### src/rtl/multicycle_controller.sv
// Multicycle RV32I control unit: memory handshake, watchdog, illegal-opcode trap.
// Optional performance counters are built when CTRL_PERF_CNT_EN is defined.
module multicycle_controller #(
   parameter int unsigned TIMEOUT = 255,
   parameter int unsigned CNT_W   = 32
) (
   input  logic             clk,
   input  logic             rst,
   input  logic [6:0]       opcode,
   input  logic [2:0]       funct3,
   input  logic [6:0]       funct7,
   input  logic             alu_zero,
   input  logic             alu_lt,
   input  logic             alu_ltu,
   input  logic             mem_ready,
   output logic             mem_req,
   output logic             mem_write,
   output logic             addr_src,
   output logic             instr_flop_wen,
   output logic             pc_wen,
   output logic             reg_write,
   output logic [1:0]       alu_a_src,
   output logic [1:0]       alu_b_src,
   output logic [1:0]       alu_op,
   output logic [1:0]       result_src,
   output logic [2:0]       imm_sel,
   output logic             trap,
   output logic [1:0]       trap_cause,
   output logic [CNT_W-1:0] instret_cnt,
   output logic [CNT_W-1:0] stall_cnt
);
   localparam int unsigned WAIT_W = (TIMEOUT > 0) ? $clog2(TIMEOUT + 1) : 1;

   localparam logic [6:0] OPC_R     = 7'b0110011;
   localparam logic [6:0] OPC_I     = 7'b0010011;
   localparam logic [6:0] OPC_LUI   = 7'b0110111;
   localparam logic [6:0] OPC_AUIPC = 7'b0010111;
   localparam logic [6:0] OPC_B     = 7'b1100011;
   localparam logic [6:0] OPC_JAL   = 7'b1101111;
   localparam logic [6:0] OPC_JALR  = 7'b1100111;
   localparam logic [6:0] OPC_LOAD  = 7'b0000011;
   localparam logic [6:0] OPC_STORE = 7'b0100011;

   typedef enum logic [3:0] {
      S_FETCH, S_DECODE, S_MEM_ADDR, S_MEM_READ, S_MEM_WB, S_MEM_WRITE,
      S_EXEC_R, S_EXEC_I, S_EXEC_U, S_EXEC_B, S_EXEC_J, S_EXEC_JALR,
      S_LINK, S_ALU_WB, S_TRAP
   } state_t;

   state_t              state_q, state_d, dispatch_c;
   logic [WAIT_W-1:0]   wait_q, wait_d;
   logic                trap_q, trap_d;
   logic [1:0]          cause_q, cause_d;
   logic                illegal_c, taken_c, timeout_c;
   logic                req_c, wr_c, asrc_c, ifw_c, pcw_c, rw_c;
   logic [1:0]          a_c, b_c, op_c, rs_c;
   logic [2:0]          imm_c;

   assign timeout_c = (TIMEOUT != 0) && (wait_q == WAIT_W'(TIMEOUT));

   // Opcode dispatch and legality check; the full 7-bit opcode must match.
   always_comb begin
      illegal_c  = 1'b0;
      dispatch_c = S_TRAP;
      imm_c      = 3'd0;
      case (opcode)
         OPC_R: begin
            dispatch_c = S_EXEC_R;
            illegal_c  = !((funct7 == 7'b0000000) || (funct7 == 7'b0100000));
         end
         OPC_I:               dispatch_c = S_EXEC_I;
         OPC_LUI, OPC_AUIPC: begin dispatch_c = S_EXEC_U; imm_c = 3'd4; end
         OPC_B: begin
            dispatch_c = S_EXEC_B;
            imm_c      = 3'd2;
            illegal_c  = (funct3 == 3'b010) || (funct3 == 3'b011);
         end
         OPC_JAL: begin dispatch_c = S_EXEC_J; imm_c = 3'd3; end
         OPC_JALR: begin
            dispatch_c = S_EXEC_JALR;
            illegal_c  = (funct3 != 3'b000);
         end
         OPC_LOAD: begin
            dispatch_c = S_MEM_ADDR;
            illegal_c  = (funct3 == 3'b011) || (funct3 == 3'b110) || (funct3 == 3'b111);
         end
         OPC_STORE: begin
            dispatch_c = S_MEM_ADDR;
            imm_c      = 3'd1;
            illegal_c  = (funct3 > 3'b010);
         end
         default: illegal_c = 1'b1;
      endcase
      if (illegal_c) dispatch_c = S_TRAP;
   end

   always_comb begin
      case (funct3)
         3'b000:  taken_c = alu_zero;
         3'b001:  taken_c = !alu_zero;
         3'b100:  taken_c = alu_lt;
         3'b101:  taken_c = !alu_lt;
         3'b110:  taken_c = alu_ltu;
         3'b111:  taken_c = !alu_ltu;
         default: taken_c = 1'b0;
      endcase
   end

   // Next-state and control decode.
   always_comb begin
      state_d = state_q;
      trap_d  = trap_q;
      cause_d = cause_q;
      req_c = 1'b0; wr_c = 1'b0; asrc_c = 1'b0;
      ifw_c = 1'b0; pcw_c = 1'b0; rw_c = 1'b0;
      a_c = 2'd0; b_c = 2'd0; op_c = 2'd0; rs_c = 2'd0;
      case (state_q)
         S_FETCH: begin
            req_c = 1'b1;
            if (mem_ready) begin
               ifw_c = 1'b1; pcw_c = 1'b1; b_c = 2'd2; rs_c = 2'd2;
               state_d = S_DECODE;
            end else if (timeout_c) begin
               state_d = S_TRAP; trap_d = 1'b1; cause_d = 2'd2;
            end
         end
         S_DECODE: begin
            a_c = 2'd1; b_c = 2'd1;
            state_d = dispatch_c;
            if (illegal_c) begin trap_d = 1'b1; cause_d = 2'd1; end
         end
         S_MEM_ADDR: begin
            a_c = 2'd2; b_c = 2'd1;
            state_d = (opcode == OPC_STORE) ? S_MEM_WRITE : S_MEM_READ;
         end
         S_MEM_READ, S_MEM_WRITE: begin
            req_c  = 1'b1;
            asrc_c = 1'b1;
            wr_c   = (state_q == S_MEM_WRITE);
            if (mem_ready) begin
               state_d = (state_q == S_MEM_WRITE) ? S_FETCH : S_MEM_WB;
            end else if (timeout_c) begin
               state_d = S_TRAP; trap_d = 1'b1; cause_d = 2'd2;
            end
         end
         S_MEM_WB: begin rs_c = 2'd1; rw_c = 1'b1; state_d = S_FETCH; end
         S_EXEC_R: begin a_c = 2'd2; op_c = 2'd2; state_d = S_ALU_WB; end
         S_EXEC_I: begin a_c = 2'd2; b_c = 2'd1; op_c = 2'd2; state_d = S_ALU_WB; end
         S_EXEC_U: begin
            a_c = (opcode == OPC_LUI) ? 2'd3 : 2'd1;
            b_c = 2'd1;
            state_d = S_ALU_WB;
         end
         S_EXEC_B: begin
            a_c = 2'd2; op_c = 2'd1; pcw_c = taken_c;
            state_d = S_FETCH;
         end
         S_EXEC_J: begin pcw_c = 1'b1; a_c = 2'd1; b_c = 2'd2; state_d = S_ALU_WB; end
         S_EXEC_JALR: begin
            a_c = 2'd2; b_c = 2'd1; rs_c = 2'd2; pcw_c = 1'b1;
            state_d = S_LINK;
         end
         S_LINK:   begin a_c = 2'd1; b_c = 2'd2; state_d = S_ALU_WB; end
         S_ALU_WB: begin rw_c = 1'b1; state_d = S_FETCH; end
         default:  state_d = S_TRAP;
      endcase
   end

   // Wait counter restarts on every state change, so it is zero on entry to each access.
   always_comb begin
      wait_d = wait_q;
      if (state_d != state_q)                             wait_d = '0;
      else if ((TIMEOUT != 0) && req_c && !mem_ready)     wait_d = wait_q + WAIT_W'(1);
   end

`ifdef CTRL_PERF_CNT_EN
   logic [CNT_W-1:0] instret_q, stall_q;
   logic             retire_c;

   assign retire_c = (state_d == S_FETCH) &&
                     ((state_q == S_MEM_WB) || (state_q == S_ALU_WB) ||
                      (state_q == S_MEM_WRITE) || (state_q == S_EXEC_B));
`endif

   always_ff @(posedge clk) begin
      if (rst) begin
         state_q <= S_FETCH;
         wait_q  <= '0;
         trap_q  <= 1'b0;
         cause_q <= 2'd0;
`ifdef CTRL_PERF_CNT_EN
         instret_q <= '0;
         stall_q   <= '0;
`endif
      end else begin
         state_q <= state_d;
         wait_q  <= wait_d;
         trap_q  <= trap_d;
         cause_q <= cause_d;
`ifdef CTRL_PERF_CNT_EN
         if (retire_c)              instret_q <= instret_q + CNT_W'(1);
         if (req_c && !mem_ready)   stall_q   <= stall_q + CNT_W'(1);
`endif
      end
   end

   // Reset forces every output low, including any access in flight.
   assign mem_req        = !rst && req_c;
   assign mem_write      = !rst && wr_c;
   assign addr_src       = !rst && asrc_c;
   assign instr_flop_wen = !rst && ifw_c;
   assign pc_wen         = !rst && pcw_c;
   assign reg_write      = !rst && rw_c;
   assign alu_a_src      = rst ? 2'd0 : a_c;
   assign alu_b_src      = rst ? 2'd0 : b_c;
   assign alu_op         = rst ? 2'd0 : op_c;
   assign result_src     = rst ? 2'd0 : rs_c;
   assign imm_sel        = rst ? 3'd0 : imm_c;
   assign trap           = !rst && trap_q;
   assign trap_cause     = rst ? 2'd0 : cause_q;
`ifdef CTRL_PERF_CNT_EN
   assign instret_cnt    = rst ? '0 : instret_q;
   assign stall_cnt      = rst ? '0 : stall_q;
`else
   assign instret_cnt    = '0;
   assign stall_cnt      = '0;
`endif
endmodule
### config.mk
export PLATFORM = sky130hd
export DESIGN_NAME = multicycle_controller
export DESIGN_NICKNAME = d
export VERILOG_FILES = /design/src/rtl/multicycle_controller.sv
export SDC_FILE = /design/constraint.sdc
export NUM_CORES = 1
export LEC_CHECK = 0
export ABC_AREA = 1
export CAP_MARGIN = 20
export CORE_MARGIN = 2
export CORE_UTILIZATION = 30
export DETAILED_ROUTE_END_ITERATION = 10
export PLACE_DENSITY = 0.65
export SLEW_MARGIN = 25
export SYNTH_ARGS = -nofsm -noshare
export SYNTH_HDL_FRONTEND = slang
export SYNTH_SLANG_ARGS = --single-unit
### constraint.sdc
create_clock -name clk -period 2.17 [get_ports clk]
set_clock_uncertainty 0.15 [all_clocks]
set_input_delay 0.3255 -clock clk [delete_from_list [all_inputs] [get_ports clk]]
set_output_delay 0.3255 -clock clk [all_outputs]
set_load 0.02 [all_outputs]
==> impl_summary.log, run 1 <==
[metrics] H-tree lvl count: 1
[metrics] hold buffer count at cts: 0
[metrics] Area contributors post-synth: buf_4, dfxtp_1, nand2_1
[metrics] Synth Area per Inst: around 6.2 um2
[metrics] required time worst endpoint: 1.69 ns
[metrics] Layout Nets: 427
[metrics] WL final: 4920 um
[metrics] area of the placeable core: around 6300 um2
[metrics] dpl cells: 472
[metrics] final standard cell count with taps included and fillers excluded: between 400 and 500
[metrics] arrival time reported for the critical path endpoint: between 1.5 and 2 ns
[metrics] hold violation count in the final report: 0
[metrics] kind of start point of the critical path: primary input
[metrics] latest clock arrival within the worst-skew pair: ~0.25 ns
[metrics] kind of path behind the tightest hold check: reg2reg
[metrics] total CTS buffers: 3
[metrics] Rows: 29
[metrics] cell area after synthesis: between 1500 and 2000 um2
[metrics] Setup CP Type: in2out
[metrics] initial detailed-routing violation count: roughly 160
[metrics] Post-DP Area: ~2500 um2
[metrics] clock edge transition at the registers on the reported setup and hold paths: about 0.070 ns
[metrics] status: finished clean
[metrics] gate count after technology mapping: between 300 and 400
[metrics] fraction of layout instances using a drive strength above 1: roughly 28%
[metrics] maximum number of pins on one net before global-route repair: 27
[metrics] top-area cell type share of the netlist area: ~25%
[metrics] global-route track usage on met1: between 10% and 20%
[metrics] antenna violations before repair: 0
[metrics] final setup fails: 0
[metrics] maximum capacitance violations: 0
[metrics] distinct cell type count after synthesis: 30
[metrics] total leakage power: between 1 and 1.5 nW
[metrics] area of the die: between 7000 and 8000 um2
[metrics] count of input and output buffers: 41
[metrics] iteration count of the initial detailed-routing pass: 4
[metrics] power density of the placed cells: between 1000 and 1500 nW/um2
[metrics] Clk Tree Root Cell: clkbuf_8
[metrics] count of flip-flops with a built-in enable after synthesis: 0
[metrics] CTS tree: yes
[metrics] Commonest cells post-synth: buf_4, nand2_1, nor2_1
[metrics] CTS Buffer Depth: 2
[metrics] Worst Path Max Fanout: 26
[metrics] final HPWL from detailed placement: ~4000 um
[metrics] clock period minus final worst setup slack: 2.13 ns
[metrics] sequential element share of the synthesized area: approximately 15%
[metrics] most used routing layer: met2
[metrics] number of warnings issued by yosys: 0
[metrics] total inserted antenna cells: 0
[metrics] Sink Count: 15
[metrics] total DRC errors in the routed layout: 0
[metrics] width of the die: 85.0 um
[metrics] Overall Global Routing Usage: between 10% and 20%
[metrics] Vert. Die Dim: ~85 um
[metrics] met3 track demand over resource: roughly 1.3%
[metrics] wire length of the first global-routing pass: 7920 um
[metrics] max-slew violation count: 0
[metrics] Synth Register Bits: 15
[metrics] final instance area: between 2000 and 3000 um2
[metrics] most frequent cell after synthesis: buf_4
[metrics] initial cell density of the core: 31.0%
[metrics] FMAX: between 400 and 500 MHz
[metrics] CP endpoint kind: primary output
[metrics] final weighted congestion in routability-driven placement: approximately 0.89
[metrics] Max rail drop VDD: roughly 550 uV
[metrics] met2 capacity usage during global routing: between 20% and 30%
[metrics] residual overflow from global routing: 0
[metrics] count of nets left with antenna violations after detail routing: 0
[metrics] library cell occupying the most area in the post-synthesis netlist: buf_4
[metrics] Final period util: 98.2%
[metrics] via density per instance: between 4 and 5
[metrics] Via Count: 2032
[metrics] Wirelength per Cell: between 10 and 15 um
[metrics] number of global-route vias before repair: around 1800
[metrics] most common flop cell mapped by yosys: dfxtp_1
[metrics] io pins: 107
[metrics] synth-to-layout area growth: 35.8%
[metrics] Async S/R FF share, synth: 0%
[metrics] sum of internal, switching and leakage power: roughly 2.7 mW
-- area by class of cell --
cell class | count | area (um2)
Sequential cell | 15 | 305
Tap cell | 77 | 96.3
Clock inverter | 1 | 5.00
Clock buffer | 3 | 41.3
Timing Repair Buffer | 87 | 747
Fill cell | 678 | 3680
Multi-Input combinational cell | 260 | 1340
Inverter | 36 | 135
-- logic make-up after synthesis --
family	after synthesis	synth area share [%]
other cells	1	0.191
compound gates	32	9.22
flops	15	15.3
fa+ha+maj	1	0.636
mux	1	0.509
simple gates	155	38.8
xor+xnor	7	3.12
buf+inv	104	32.3
-- through the flow --
stage          TNS [ns]  util (%)  hold slack, ns  worst slack [ns]
2_1_floorplan         0         -           0.286             0.295
3_3_place_gp      -6.61      40.1           0.299            -0.446
3_5_place_dp      -7.24      40.1           0.311            -0.485
4_1_cts          -0.220      41.5           0.322            -0.220
5_1_grt        -0.00902      42.1           0.338          -0.00902
6_report              0      42.1           0.318            0.0393
-- flip-flops by register name, indices dropped and copies added, names as in the netlist --
name,cells
state_q,4
cause_q,2
trap_q,1
wait_q,8
-- power by group --
group | leakage (nW) | internal (mW) | switching [mW]
Combinational | 1.27 | 0.786 | 1.25
Sequential | 0.123 | 0.348 | 0.0748
Clock | 0.0255 | 0.127 | 0.113
Total | 1.42 | 1.26 | 1.43
-- placed cells by master, fill, tap and decap left out, types with 5 or more instances in the layout --
| cell | instances |
|---|---|
| nand2_1 | 54 |
| dlygate4sd2_1 | 18 |
| nor3_2 | 12 |
| inv_2 | 8 |
| dfxtp_1 | 11 |
| nand2_2 | 13 |
| nand3_1 | 19 |
| nor2_4 | 5 |
| clkdlybuf4s50_1 | 12 |
| inv_1 | 28 |
| xor2_1 | 5 |
| conb_1 | 64 |
| nor3_1 | 6 |
| nor2_2 | 11 |
| buf_4 | 46 |
| a21oi_1 | 18 |
| nor2_1 | 27 |
-- path summary, 6_finish.rpt --
check                   from            end  slack [ns]  cells past startpoint
setup / recovery         rst  trap_cause[1]        0.04                      4
hold / removal        trap_q         trap_q        0.32                      2
setup reg to reg  state_q[2]      wait_q[7]        0.18                     13
hold reg to reg       trap_q         trap_q        0.32                      2
-- critical path: stages --
cell,delay (ns)
clkdlybuf4s50_1,0.45
buf_12,0.18
nor2_1,0.10
clkdlybuf4s50_1,0.60
-- layer usage --
metal  up-vias  wire, um  part of all wire [%]
li1       1050         -                     -
met1       882      2220                    45
met2        92      2270                    46
met3         8       367                   7.5
met4         0        69                   1.4
met5         -         0                     0
-- timing repair --
action / 4_1_cts / 5_1_grt
setup endpoints to repair: 27 / 22
pin swaps: 13 / 4
resized for setup: 53 / 24
buffers inserted: 2 / 1
No activity file was read; power rests on OpenSTA's default activity.
==> run 2: changes to the inputs <==
--- a/config.mk
+++ b/config.mk
@@ -10,6 +10,7 @@
 export CORE_MARGIN = 2
 export CORE_UTILIZATION = 30
 export DETAILED_ROUTE_END_ITERATION = 10
+export HOLD_SLACK_MARGIN = 0.06
 export PLACE_DENSITY = 0.65
 export SLEW_MARGIN = 25
 export SYNTH_ARGS = -nofsm -noshare
==> results of run 2 <==
No change in the layout: final DEF, timing and power equal those of run 1.
